## config.mk

```make
export PLATFORM = sky130hd
export DESIGN_NAME = btb_predictor_flat
export DESIGN_NICKNAME = d
export VERILOG_FILES = /design/src/rtl/btb_predictor_pkg.sv /design/src/rtl/btb_predictor_if.sv /design/src/rtl/btb_array.sv /design/src/rtl/btb_predictor.sv /design/src/flat_wrapper.sv
export SDC_FILE = /design/constraint.sdc
export NUM_CORES = 2
export LEC_CHECK = 0
export ABC_AREA = 0
export BUFFER_PORTS_ARGS = -buffer_cell sky130_fd_sc_hd__buf_4
export CAP_MARGIN = 20
export CORE_MARGIN = 2
export CORE_UTILIZATION = 63
export DETAILED_ROUTE_END_ITERATION = 7
export PLACE_DENSITY = 0.84
export SETUP_SLACK_MARGIN = 0.4
export SYNTH_ARGS = -nofsm -noshare
export SYNTH_HDL_FRONTEND = slang
export SYNTH_HIERARCHICAL = 1
export SYNTH_SLANG_ARGS = --single-unit
export TNS_END_PERCENT = 20
```

## constraint.sdc

```tcl
create_clock -name clk -period 10.42 [get_ports clk]
set_clock_uncertainty 0.1 [all_clocks]
set_input_delay 2.605 -clock clk [delete_from_list [all_inputs] [get_ports clk]]
set_output_delay 2.605 -clock clk [all_outputs]
set_load 0.005 [all_outputs]
```

## src/rtl/btb_predictor_pkg.sv

```systemverilog
// Shared types and constants for the branch target buffer predictor.
package btb_predictor_pkg;

  localparam int unsigned PC_W        = 32;
  localparam int unsigned PC_OFF_W    = 2;
  localparam int unsigned DEF_S_INDEX = 4;

  // Top-level control: normal lookup/update, or a sequential invalidate sweep.
  typedef enum logic [0:0] {
    ST_IDLE  = 1'b0,
    ST_FLUSH = 1'b1
  } btb_state_e;

  // Two-bit saturating direction counter; bit 1 is the taken prediction.
  typedef logic [1:0] ctr_t;

  localparam ctr_t CTR_RESET = 2'b01;
  localparam ctr_t CTR_ALLOC = 2'b10;
  localparam ctr_t CTR_MAX   = 2'b11;
  localparam ctr_t CTR_MIN   = 2'b00;

  // Saturating step of the direction counter toward the resolved outcome.
  function automatic ctr_t ctr_next(input ctr_t c, input logic taken);
    ctr_t r;
    if (taken) begin
      r = (c == CTR_MAX) ? CTR_MAX : c + 2'b01;
    end else begin
      r = (c == CTR_MIN) ? CTR_MIN : c - 2'b01;
    end
    return r;
  endfunction

endpackage

```

## src/rtl/btb_predictor_if.sv

```systemverilog
// Fetch lookup, execute update and flush signals of the BTB predictor.
interface btb_predictor_if;

  logic [31:0] fetch_pc;
  logic        pred_hit;
  logic        pred_taken;
  logic [31:0] pred_target;
  logic        upd_valid;
  logic [31:0] upd_pc;
  logic        upd_taken;
  logic [31:0] upd_target;
  logic        flush_req;
  logic        flush_busy;

  // Pipeline side: drives fetch PC, resolved branches and flush requests.
  modport master (
    output fetch_pc, upd_valid, upd_pc, upd_taken, upd_target, flush_req,
    input  pred_hit, pred_taken, pred_target, flush_busy
  );

  // Predictor side.
  modport slave (
    input  fetch_pc, upd_valid, upd_pc, upd_taken, upd_target, flush_req,
    output pred_hit, pred_taken, pred_target, flush_busy
  );

endinterface

```

## src/rtl/btb_array.sv

```systemverilog
// Branch target storage: one synchronous write port, one combinational read
// port. Contents are deliberately not reset; the valid bits in the predictor
// decide whether a slot means anything.
module btb_array #(
  parameter int width   = 32,
  parameter int s_index = 4
) (
  input  logic               clk,
  input  logic               load,
  input  logic [s_index-1:0] windex,
  input  logic [s_index-1:0] rindex,
  input  logic [width-1:0]   datain,
  output logic [width-1:0]   dataout
);

  logic [width-1:0] data [2**s_index];

  // Write the resolved target into the addressed slot.
  always_ff @(posedge clk) begin
    if (load) begin
      data[windex] <= datain;
    end
  end

  assign dataout = data[rindex];

endmodule

```

## src/rtl/btb_predictor.sv

```systemverilog
// Direct-mapped branch target buffer with 2-bit direction counters,
// zero-latency lookup, a one-deep update register with write-through
// forwarding, and a one-entry-per-cycle flush sweep.
module btb_predictor
  import btb_predictor_pkg::*;
#(
  parameter int s_index = DEF_S_INDEX,
  parameter int s_tag   = PC_W - PC_OFF_W - s_index
) (
  input  logic            clk,
  input  logic            rst_n,
  btb_predictor_if.slave  bus
);

  localparam int   ENTRIES  = 2**s_index;
  localparam int   WORD_W   = PC_W - PC_OFF_W;

  typedef logic [s_index-1:0] idx_t;
  typedef logic [s_tag-1:0]   tag_t;

  localparam idx_t IDX_LAST = idx_t'(ENTRIES - 1);

  btb_state_e        state;
  btb_state_e        state_nx;
  idx_t              cnt;
  idx_t              cnt_nx;

  logic [ENTRIES-1:0] valid;
  tag_t               tags [ENTRIES];
  ctr_t               ctrs [ENTRIES];

  // Update register: word address of the branch, outcome and target.
  logic               pend_valid;
  logic [WORD_W-1:0]  pend_word;
  logic               pend_taken;
  logic [31:0]        pend_target;

  idx_t        ridx;
  tag_t        rtag;
  idx_t        widx;
  tag_t        wtag;
  logic [31:0] rd_target;

  logic        we;
  logic        w_hit;
  ctr_t        n_ctr;
  logic        arr_we;
  logic        tgt_we;

  logic        fwd;
  logic        l_valid;
  tag_t        l_tag;
  ctr_t        l_ctr;
  logic [31:0] l_target;
  logic        hit;
  logic        taken;

  assign ridx = bus.fetch_pc[s_index+1:2];
  assign rtag = bus.fetch_pc[PC_W-1 -: s_tag];
  assign widx = pend_word[s_index-1:0];
  assign wtag = pend_word[WORD_W-1 -: s_tag];

  // Flush FSM next state and sweep counter.
  always_comb begin
    state_nx = state;
    cnt_nx   = {s_index{1'b0}};
    unique case (state)
      ST_IDLE: begin
        if (bus.flush_req) begin
          state_nx = ST_FLUSH;
        end else begin
          state_nx = ST_IDLE;
        end
      end
      ST_FLUSH: begin
        if (cnt == IDX_LAST) begin
          state_nx = ST_IDLE;
        end else begin
          state_nx = ST_FLUSH;
          cnt_nx   = cnt + {{(s_index-1){1'b0}}, 1'b1};
        end
      end
      default: begin
        state_nx = ST_IDLE;
      end
    endcase
  end

  // Write-cycle decision, evaluated against the live arrays so that
  // back-to-back updates to the same index compound.
  always_comb begin
    we     = pend_valid && (state == ST_IDLE) && !bus.flush_req;
    w_hit  = valid[widx] && (tags[widx] == wtag);
    if (w_hit) begin
      n_ctr = ctr_next(ctrs[widx], pend_taken);
    end else begin
      n_ctr = CTR_ALLOC;
    end
    arr_we = we && (w_hit || pend_taken);
    tgt_we = we && pend_taken;
  end

  // Lookup with write-through forwarding of the entry being written.
  always_comb begin
    fwd = arr_we && (widx == ridx);
    if (fwd) begin
      l_valid = 1'b1;
      l_tag   = wtag;
      l_ctr   = n_ctr;
    end else begin
      l_valid = valid[ridx];
      l_tag   = tags[ridx];
      l_ctr   = ctrs[ridx];
    end
    if (tgt_we && (widx == ridx)) begin
      l_target = pend_target;
    end else begin
      l_target = rd_target;
    end
    hit   = (state == ST_IDLE) && l_valid && (l_tag == rtag);
    taken = hit && l_ctr[1];
  end

  assign bus.pred_hit    = hit;
  assign bus.pred_taken  = taken;
  assign bus.pred_target = taken ? l_target : bus.fetch_pc + 32'd4;
  assign bus.flush_busy  = (state == ST_FLUSH);

  // Flush FSM state register.
  always_ff @(posedge clk or negedge rst_n) begin
    if (!rst_n) begin
      state <= ST_IDLE;
      cnt   <= {s_index{1'b0}};
    end else begin
      state <= state_nx;
      cnt   <= cnt_nx;
    end
  end

  // Capture resolved branches; dropped while flushing or when a flush is accepted.
  always_ff @(posedge clk or negedge rst_n) begin
    if (!rst_n) begin
      pend_valid  <= 1'b0;
      pend_word   <= {WORD_W{1'b0}};
      pend_taken  <= 1'b0;
      pend_target <= 32'h0000_0000;
    end else begin
      pend_valid <= bus.upd_valid && (state == ST_IDLE) && !bus.flush_req;
      if (bus.upd_valid) begin
        pend_word   <= bus.upd_pc[PC_W-1:PC_OFF_W];
        pend_taken  <= bus.upd_taken;
        pend_target <= bus.upd_target;
      end
    end
  end

  // Valid/tag/counter arrays: flush sweep or write-cycle update.
  always_ff @(posedge clk or negedge rst_n) begin
    if (!rst_n) begin
      valid <= {ENTRIES{1'b0}};
      for (int i = 0; i < ENTRIES; i++) begin
        tags[i] <= {s_tag{1'b0}};
        ctrs[i] <= CTR_RESET;
      end
    end else if (state == ST_FLUSH) begin
      valid[cnt] <= 1'b0;
    end else if (arr_we) begin
      valid[widx] <= 1'b1;
      tags[widx]  <= wtag;
      ctrs[widx]  <= n_ctr;
    end
  end

  btb_array #(
    .width   (32),
    .s_index (s_index)
  ) u_targets (
    .clk     (clk),
    .load    (tgt_we),
    .windex  (widx),
    .rindex  (ridx),
    .datain  (pend_target),
    .dataout (rd_target)
  );

endmodule

```

## src/flat_wrapper.sv

```systemverilog
// flat-port wrapper written by rule: the top's interface ports become plain ports
module btb_predictor_flat import btb_predictor_pkg::*;
#(
  parameter int s_index = DEF_S_INDEX,
  parameter int s_tag   = PC_W - PC_OFF_W - s_index
)
  (clk, rst_n, bus_fetch_pc, bus_upd_valid, bus_upd_pc, bus_upd_taken, bus_upd_target, bus_flush_req, bus_pred_hit, bus_pred_taken, bus_pred_target, bus_flush_busy);
  btb_predictor_if bus_i ();
  input  logic clk;
  input  logic rst_n;
  input wire logic [$bits(bus_i.fetch_pc)-1:0] bus_fetch_pc;
  input wire logic [$bits(bus_i.upd_valid)-1:0] bus_upd_valid;
  input wire logic [$bits(bus_i.upd_pc)-1:0] bus_upd_pc;
  input wire logic [$bits(bus_i.upd_taken)-1:0] bus_upd_taken;
  input wire logic [$bits(bus_i.upd_target)-1:0] bus_upd_target;
  input wire logic [$bits(bus_i.flush_req)-1:0] bus_flush_req;
  output wire logic [$bits(bus_i.pred_hit)-1:0] bus_pred_hit;
  output wire logic [$bits(bus_i.pred_taken)-1:0] bus_pred_taken;
  output wire logic [$bits(bus_i.pred_target)-1:0] bus_pred_target;
  output wire logic [$bits(bus_i.flush_busy)-1:0] bus_flush_busy;
  assign bus_i.fetch_pc = bus_fetch_pc;
  assign bus_i.upd_valid = bus_upd_valid;
  assign bus_i.upd_pc = bus_upd_pc;
  assign bus_i.upd_taken = bus_upd_taken;
  assign bus_i.upd_target = bus_upd_target;
  assign bus_i.flush_req = bus_flush_req;
  assign bus_pred_hit = bus_i.pred_hit;
  assign bus_pred_taken = bus_i.pred_taken;
  assign bus_pred_target = bus_i.pred_target;
  assign bus_flush_busy = bus_i.flush_busy;
  btb_predictor #(.s_index(s_index), .s_tag(s_tag)) u_core (.clk(clk), .rst_n(rst_n), .bus(bus_i));
endmodule
```

## Word level (Yosys, flattened, before mapping)

Memories as Yosys holds them, arrays and structs flattened.
Index checks and enable logic that the tools add are counted.

- Bits in writable memories: 512
- Memories: 1
- Bits in registers: 533
- Bits of input ports: 101
- Word-level logic and storage cells: 127
- Output and inout bits: 35

Memories:

| name | words | width | read ports | clocked after memory_dff | write ports | RTL line | source |
|---|---|---|---|---|---|---|---|
| u_core.u_targets.data | 16 | 32 | 1 | 0 | 1 | btb_array.sv:16 | `logic [width-1:0] data [2**s_index];` |

- Bitwise gates (word level): 6
- Equality and inequality tests: 5
- Mux-type cells: 44
- $add $sub $neg: 4
- Magnitude comparators: 8
- Reductions and logical operators: 20

Operators with widths:

| cell | number |
|---|---|
| $bwmux 416 | 1 |
| $bmux 26 s4 | 2 |
| $mux 26 | 6 |
| $demux 26 s4 | 1 |
| $mux 32 | 2 |
| $eq 26x26->1 | 2 |
| $add 32x3->32 const B | 1 |
| $bwmux 32 | 1 |
| $mux 16 | 2 |
| $mux 2 | 10 |
| $and 16x16->16 | 1 |
| $bmux 2 s4 | 2 |
| $not 16->16 | 1 |
| $or 16x16->16 | 1 |
| $logic_and 1x1->1 | 15 |
| $lt 4x5->1 const B | 3 |
| $ge 5x5->1 const B | 2 |
| $not 4->5 | 2 |
| $mux 1 | 9 |
| $bmux 1 s4 | 2 |
| $demux 1 s4 | 2 |
| $demux 2 s4 | 1 |
| $ge 4x1->1 const B | 2 |
| $mux 4 | 2 |
| 14 further kinds | 14 |

## Depth between registers and ports, before layout

- Word-level depth: 14
- Mapped depth: 20

## Hierarchy

Netlist, hierarchy kept.

By module, submodules not included:

| module | area an instance (µm²) | cells an instance | times used |
|---|---|---|---|
| btb_predictor | 29,893.7 | 2,301 | 1 |
| btb_array | 19,194.7 | 806 | 1 |

## Worst setup path before layout

OpenSTA, ideal clock, no wires.

- Path type: input -> output
- Start: input bus_fetch_pc[2]
- End: output bus_pred_target[22]
- Setup slack: 1,325 ps
- Stages on the path: 16
- Buffers on the path: 9
- Arrival: 6,390 ps
- Cell sequence: buf_2 buf_4 buf_4 buf_4 buf_4 buf_4 buf_2 xor2_1 nor4_1 o2111ai_4 nor4_1 o221ai_1 and4bb_1 buf_2 buf_6 mux2i_1

- Cells in the longest elaborated chain, start to end: 9
- Elaborated cells between the ends (all ways): 23
- Those cells by class: add/sub (1); eq/ne (2); mux (13); bitwise (1); reduce/logical (5); memory (1)

Ends and longest elaborated chain:

| item | RTL line | source |
|---|---|---|
| start, declared | flat_wrapper.sv:11 | `input wire logic [$bits(bus_i.fetch_pc)-1:0] bus_fetch_pc;` |
| $not 4->5 (implied by the code) | btb_predictor.sv:112, btb_predictor.sv:113 |  |
| $bmux 26 s4 | btb_predictor.sv:112 | `l_tag = tags[ridx];` |
| $mux 26 (implied by the code) (2 in series) | btb_predictor.sv:112 |  |
| $mux 26 | btb_predictor.sv:106 | `if (fwd) begin` |
| $eq 26x26->1 | btb_predictor.sv:120 | `hit = (state == ST_IDLE) && l_valid && (l_tag == rtag);` |
| $logic_and 1x1->1 | btb_predictor.sv:120 |  |
| $logic_and 1x1->1 (*) | btb_predictor.sv:121 | `taken = hit && l_ctr[1];` |
| via bus_pred_taken | flat_wrapper.sv:18 | `output wire logic [$bits(bus_i.pred_taken)-1:0] bus_pred_taken;` |
| $mux 32 (*) | btb_predictor.sv:126 | `assign bus.pred_target = taken ? l_target : bus.fetch_pc + 32'd4;` |
| end, declared | flat_wrapper.sv:19 | `output wire logic [$bits(bus_i.pred_target)-1:0] bus_pred_target;` |

Mark *: on every way through the listed nets, which the timed path passes. The rest lies on a longest branch. The select of a mux whose other input is x is not followed.

## Final worst setup path

- Start: input bus_fetch_pc[2]
- End: output bus_pred_target[3]

- Cells in the longest elaborated chain, start to end: 9
- Elaborated cells between the ends (all ways): 23
- Those cells by class: add/sub (1); eq/ne (2); mux (13); bitwise (1); reduce/logical (5); memory (1)

Ends and longest elaborated chain:

| item | RTL line |
|---|---|
| $not 4->5 (implied by the code) | btb_predictor.sv:112, btb_predictor.sv:113 |
| $bmux 26 s4 | btb_predictor.sv:112 |
| $mux 26 (implied by the code) (2 in series) | btb_predictor.sv:112 |
| $mux 26 | btb_predictor.sv:106 |
| $eq 26x26->1 | btb_predictor.sv:120 |
| $logic_and 1x1->1 | btb_predictor.sv:120 |
| $logic_and 1x1->1 | btb_predictor.sv:121 |
| $mux 32 (*) | btb_predictor.sv:126 |

Every way passes the cells marked *; elsewhere a longest branch is shown, timed or not. The select of a mux whose other input is x is not followed.

==> results.md <==
- Status: finished, final reports clean
- CTS-repair resized insts: 0
- Worst-Margin Slew: ~1.1 ns
- Vias in the first global route: roughly 32,000
- Routed via count: roughly 31,000
- Initial antenna violation count: 2
- CORE AREA: between 70,000 and 80,000 µm²
- Worst Hold Class: flop to flop
- Io pins: between 100 and 150
- CP cell instances: buf_16 > mux4_2 > mux4_2 > xor2_1 > nor2_1 > nand4_1 > or4_1 > nor4_1 > and4_1 > o221ai_1 > and4bb_2 > buf_12 > mux2_1 > buf_4
- Max-slew violations: 0
- Routed wire per std cell: roughly 33 µm
- Most used cell along the critical path: mux4_2
- CTS tree: built
- Final TNS setup: 0 ns
- # placed instances: about 4,100
- R2R Setup Slk: 3.79 ns
- Netlist cell types: 70
- Number of buffers created by CTS: slightly above 100
- Clk_lat worst skew: 0.70 ns
- Synth top area share: 0.313
- Synth area leader: edfxtp_1
- CP Launch Type: input port
- CP Class: input port to output pin
- Final ANT Viol Nets: 0
- Synth cell count leaders: 517 x dfrtp_1, 512 x edfxtp_1, 403 x mux2_2
- Hold endpoint: u_core/tags[409]
- Iteration-0 DRC Markers: approximately 4,300
- Avg Cell Area, Syn: 15.8 µm²
- Row count: 102
- Peak supply drop: roughly 0.00014 V
- Worst EP arrival: roughly 7.3 ns
- DRC: 0
- Slew Limit Headroom: 0.264
- Die Width: 283 µm
- Final wirelength: 143,000 µm
- Largest net degree at the start of global routing: between 150 and 200
- HPWL after DPL: about 83,000 µm
- Critical path endpoint category: output pin
- Drt via density: approximately 7.2
- Share of layout cells above drive strength 1: 0.372
- Cell with the most instances after synthesis: dfrtp_1
- PortBufs: around 130
- Leak: roughly 22 nW
- Gr usage total: 0.357
- Slowest stage delay, CP: around 0.58 ns
- Setup repair after global routing missed its margin: no
- Reg-to-Reg End: u_core/tags[415]
- Slowest-stage cell, CP: mux4_2
- Crit path max-delay family: simple AND/OR/NAND/NOR gates
- Hold path cells: 2
- Clock sinks: 1,045
- Hold Fails Final Rpt: 0
- Asr flop ratio synth: 0.510
- Synth Flop Type: dfrtp_1
- Fill count: 4,688
- Hold path start: u_core/tags[409]
- #FFs+latches synth: about 1,000
- Sequential share of the synthesized area: 0.585
- Pre-antenna DRT Iters: 8
- Clk buf depth: 3
- Total setup buffers inserted after CTS: 0
- Synth warn: 6
- Clock Pin Slew Worst Setup and Hold Paths: roughly 0.070 ns
- Layout area overhead: 11.2%
- Crit path max fanout: 34
- Largest cells by area after synthesis: edfxtp_1 31%, dfrtp_1 26%, mux4_2 16%, mux2_2 9.2%, mux2i_1 3.1%
- Root Driver: clkbuf_16
- Cts hold-fix bufs: 0
- H-Tree Depth: 3
- Period utilisation layout: 0.955
- FF-to-FF path depth: 13
- Power per cell area: approximately 170 nW/µm²
- Die Area: between 80,000 and 90,000 µm²
- FF-to-FF Start: u_core/pend_word[1]
- First-pass GRT wire length: 212,000 µm
- Endpoints failing setup: 0
- Fin cells: around 4,300
- Register area: about 29,000 µm²
- Max_cap viols: 0
- Area of the multi-input gates: between 15,000 and 20,000 µm²
- Required @ worst endpoint: approximately 7.7 ns
- Final #Nets: 3,281
- Routability cong.: 1.00
- Number of enable flip-flop cells after synthesis: just over 500
- Worst hold margin: between 0.4 and 0.5 ns
- Cells after synthesis: approximately 3,100
- Post-Syn Nets: around 3,200
- Total grt overflow: 0
- WP buf/inv: 3
- Maximum clock frequency: between 0.1 and 0.15 GHz
- Mapped Area: between 40,000 and 50,000 µm²
- Final Critical Period: 9.95 ns
- Starting Density: 0.635
- Die Span Y: around 280 µm
-- worst max-delay path by stage --
stage | start | end | slack (ns) | depth (start not counted)
finish | bus_fetch_pc[2] | bus_pred_target[3] | 0.47 | 14
global route | bus_fetch_pc[2] | bus_pred_target[3] | 0.42 | 13
CTS | bus_fetch_pc[2] | bus_pred_target[3] | 0.55 | 15
detailed placement | bus_fetch_pc[2] | bus_pred_target[3] | 0.60 | 15
global placement | bus_fetch_pc[2] | bus_pred_target[3] | 0.59 | 15
floorplan | bus_fetch_pc[2] | bus_pred_target[22] | 1.33 | 16
-- metal layers --
layer,vias up,global-route usage,part of all wire
met5,-,0,0.00048
met4,2,0.172,0.055
met3,576,0.119,0.13
met2,2480,0.548,0.46
met1,16000,0.465,0.35
li1,12200,-,-
-- placed cells by master (no fill, tap or decap), types with 9 or more instances in the layout --
master | synthesis | final
a21oi_1 | 17 | 17
a22oi_1 | 78 | 78
and2_1 | 10 | 10
buf_4 | 27 | 211
bufinv_16 | 0 | 9
clkbuf_1 | 135 | 22
clkbuf_16 | 0 | 102
clkbuf_8 | 0 | 10
clkinv_1 | 0 | 9
clkinv_2 | 0 | 25
dfrtp_1 | 517 | 514
dfstp_2 | 16 | 16
edfxtp_1 | 512 | 512
inv_1 | 39 | 39
mux2_2 | 403 | 403
mux2_4 | 13 | 13
mux2i_1 | 152 | 148
mux4_2 | 345 | 345
nand2_1 | 230 | 221
nand2_2 | 0 | 9
nand2b_1 | 10 | 10
nand3_1 | 19 | 19
nor2_1 | 55 | 41
nor2_4 | 0 | 19
nor2b_1 | 14 | 12
nor3_1 | 17 | 12
o21ai_0 | 163 | 163
o22ai_1 | 27 | 27
xnor2_1 | 56 | 56
xor2_1 | 32 | 32
-- worst min-delay path: cells and delay by family (launching register included) --
kind | cells | cell delay [ns]
AO/OA/AOI/OAI | 1 | 0.06
flip-flops | 1 | 0.36
AND/OR/NAND/NOR | 1 | 0.05
-- report_power, final --
part | internal, mW | leakage [nW] | switching [mW]
Combinational | 0.296 | 8.21 | 0.450
Sequential | 4.43 | 11.8 | 0.170
Clock | 2.11 | 1.67 | 1.64
Total | 6.84 | 21.7 | 2.26
-- kinds of logic (layout without fill, tap and decap cells) --
| family | Yosys count | count (layout) | share of synthesized area |
|---|---|---|---|
| buffers and inverters | 299 | 454 | 0.0288 |
| AO/OA/AOI/OAI | 351 | 351 | 0.0458 |
| other | 0 | 2 | 0 |
| AND/OR/NAND/NOR | 401 | 401 | 0.0363 |
| multiplexers | 917 | 917 | 0.287 |
| adder cells (fa/ha/maj) | 6 | 6 | 0.00148 |
| flip-flops | 1045 | 1045 | 0.585 |
| XOR/XNOR | 88 | 88 | 0.0157 |
-- cell type report --
type	instances	share of cell area
Timing Repair Buffer	223	0.0336
Antenna cell	2	0.0000917
Inverter	41	0.00282
Sequential cell	1045	0.526
Clock inverter	56	0.0116
Multi-Input combinational cell	1763	0.351
Clock buffer	134	0.0508
Tap cell	1040	0.0238
-- sequential cells by signal (all words and copies together), names as in the netlist --
name                   cells
u_core/u_targets/data    512
u_core/tags              416
u_core/ctrs               32
u_core/pend_target        32
u_core/pend_word          30
u_core/valid              16
u_core/cnt                 4
u_core/bus.flush_busy      1
u_core/pend_taken          1
u_core/pend_valid          1
-- metrics by stage --
step                      area (µm²)  worst slack, ns  utilization  power, mW
after global routing           54600            0.416        0.706       9.32
after global placement         51100            0.595        0.661       5.35
after CTS                      54500            0.551        0.705       9.09
after floorplan                49100             1.33            -       5.06
after detailed placement       51100            0.602        0.661       5.38
final                          54600            0.467        0.706       9.10
Note: power is estimated with default switching activity, not from simulation.
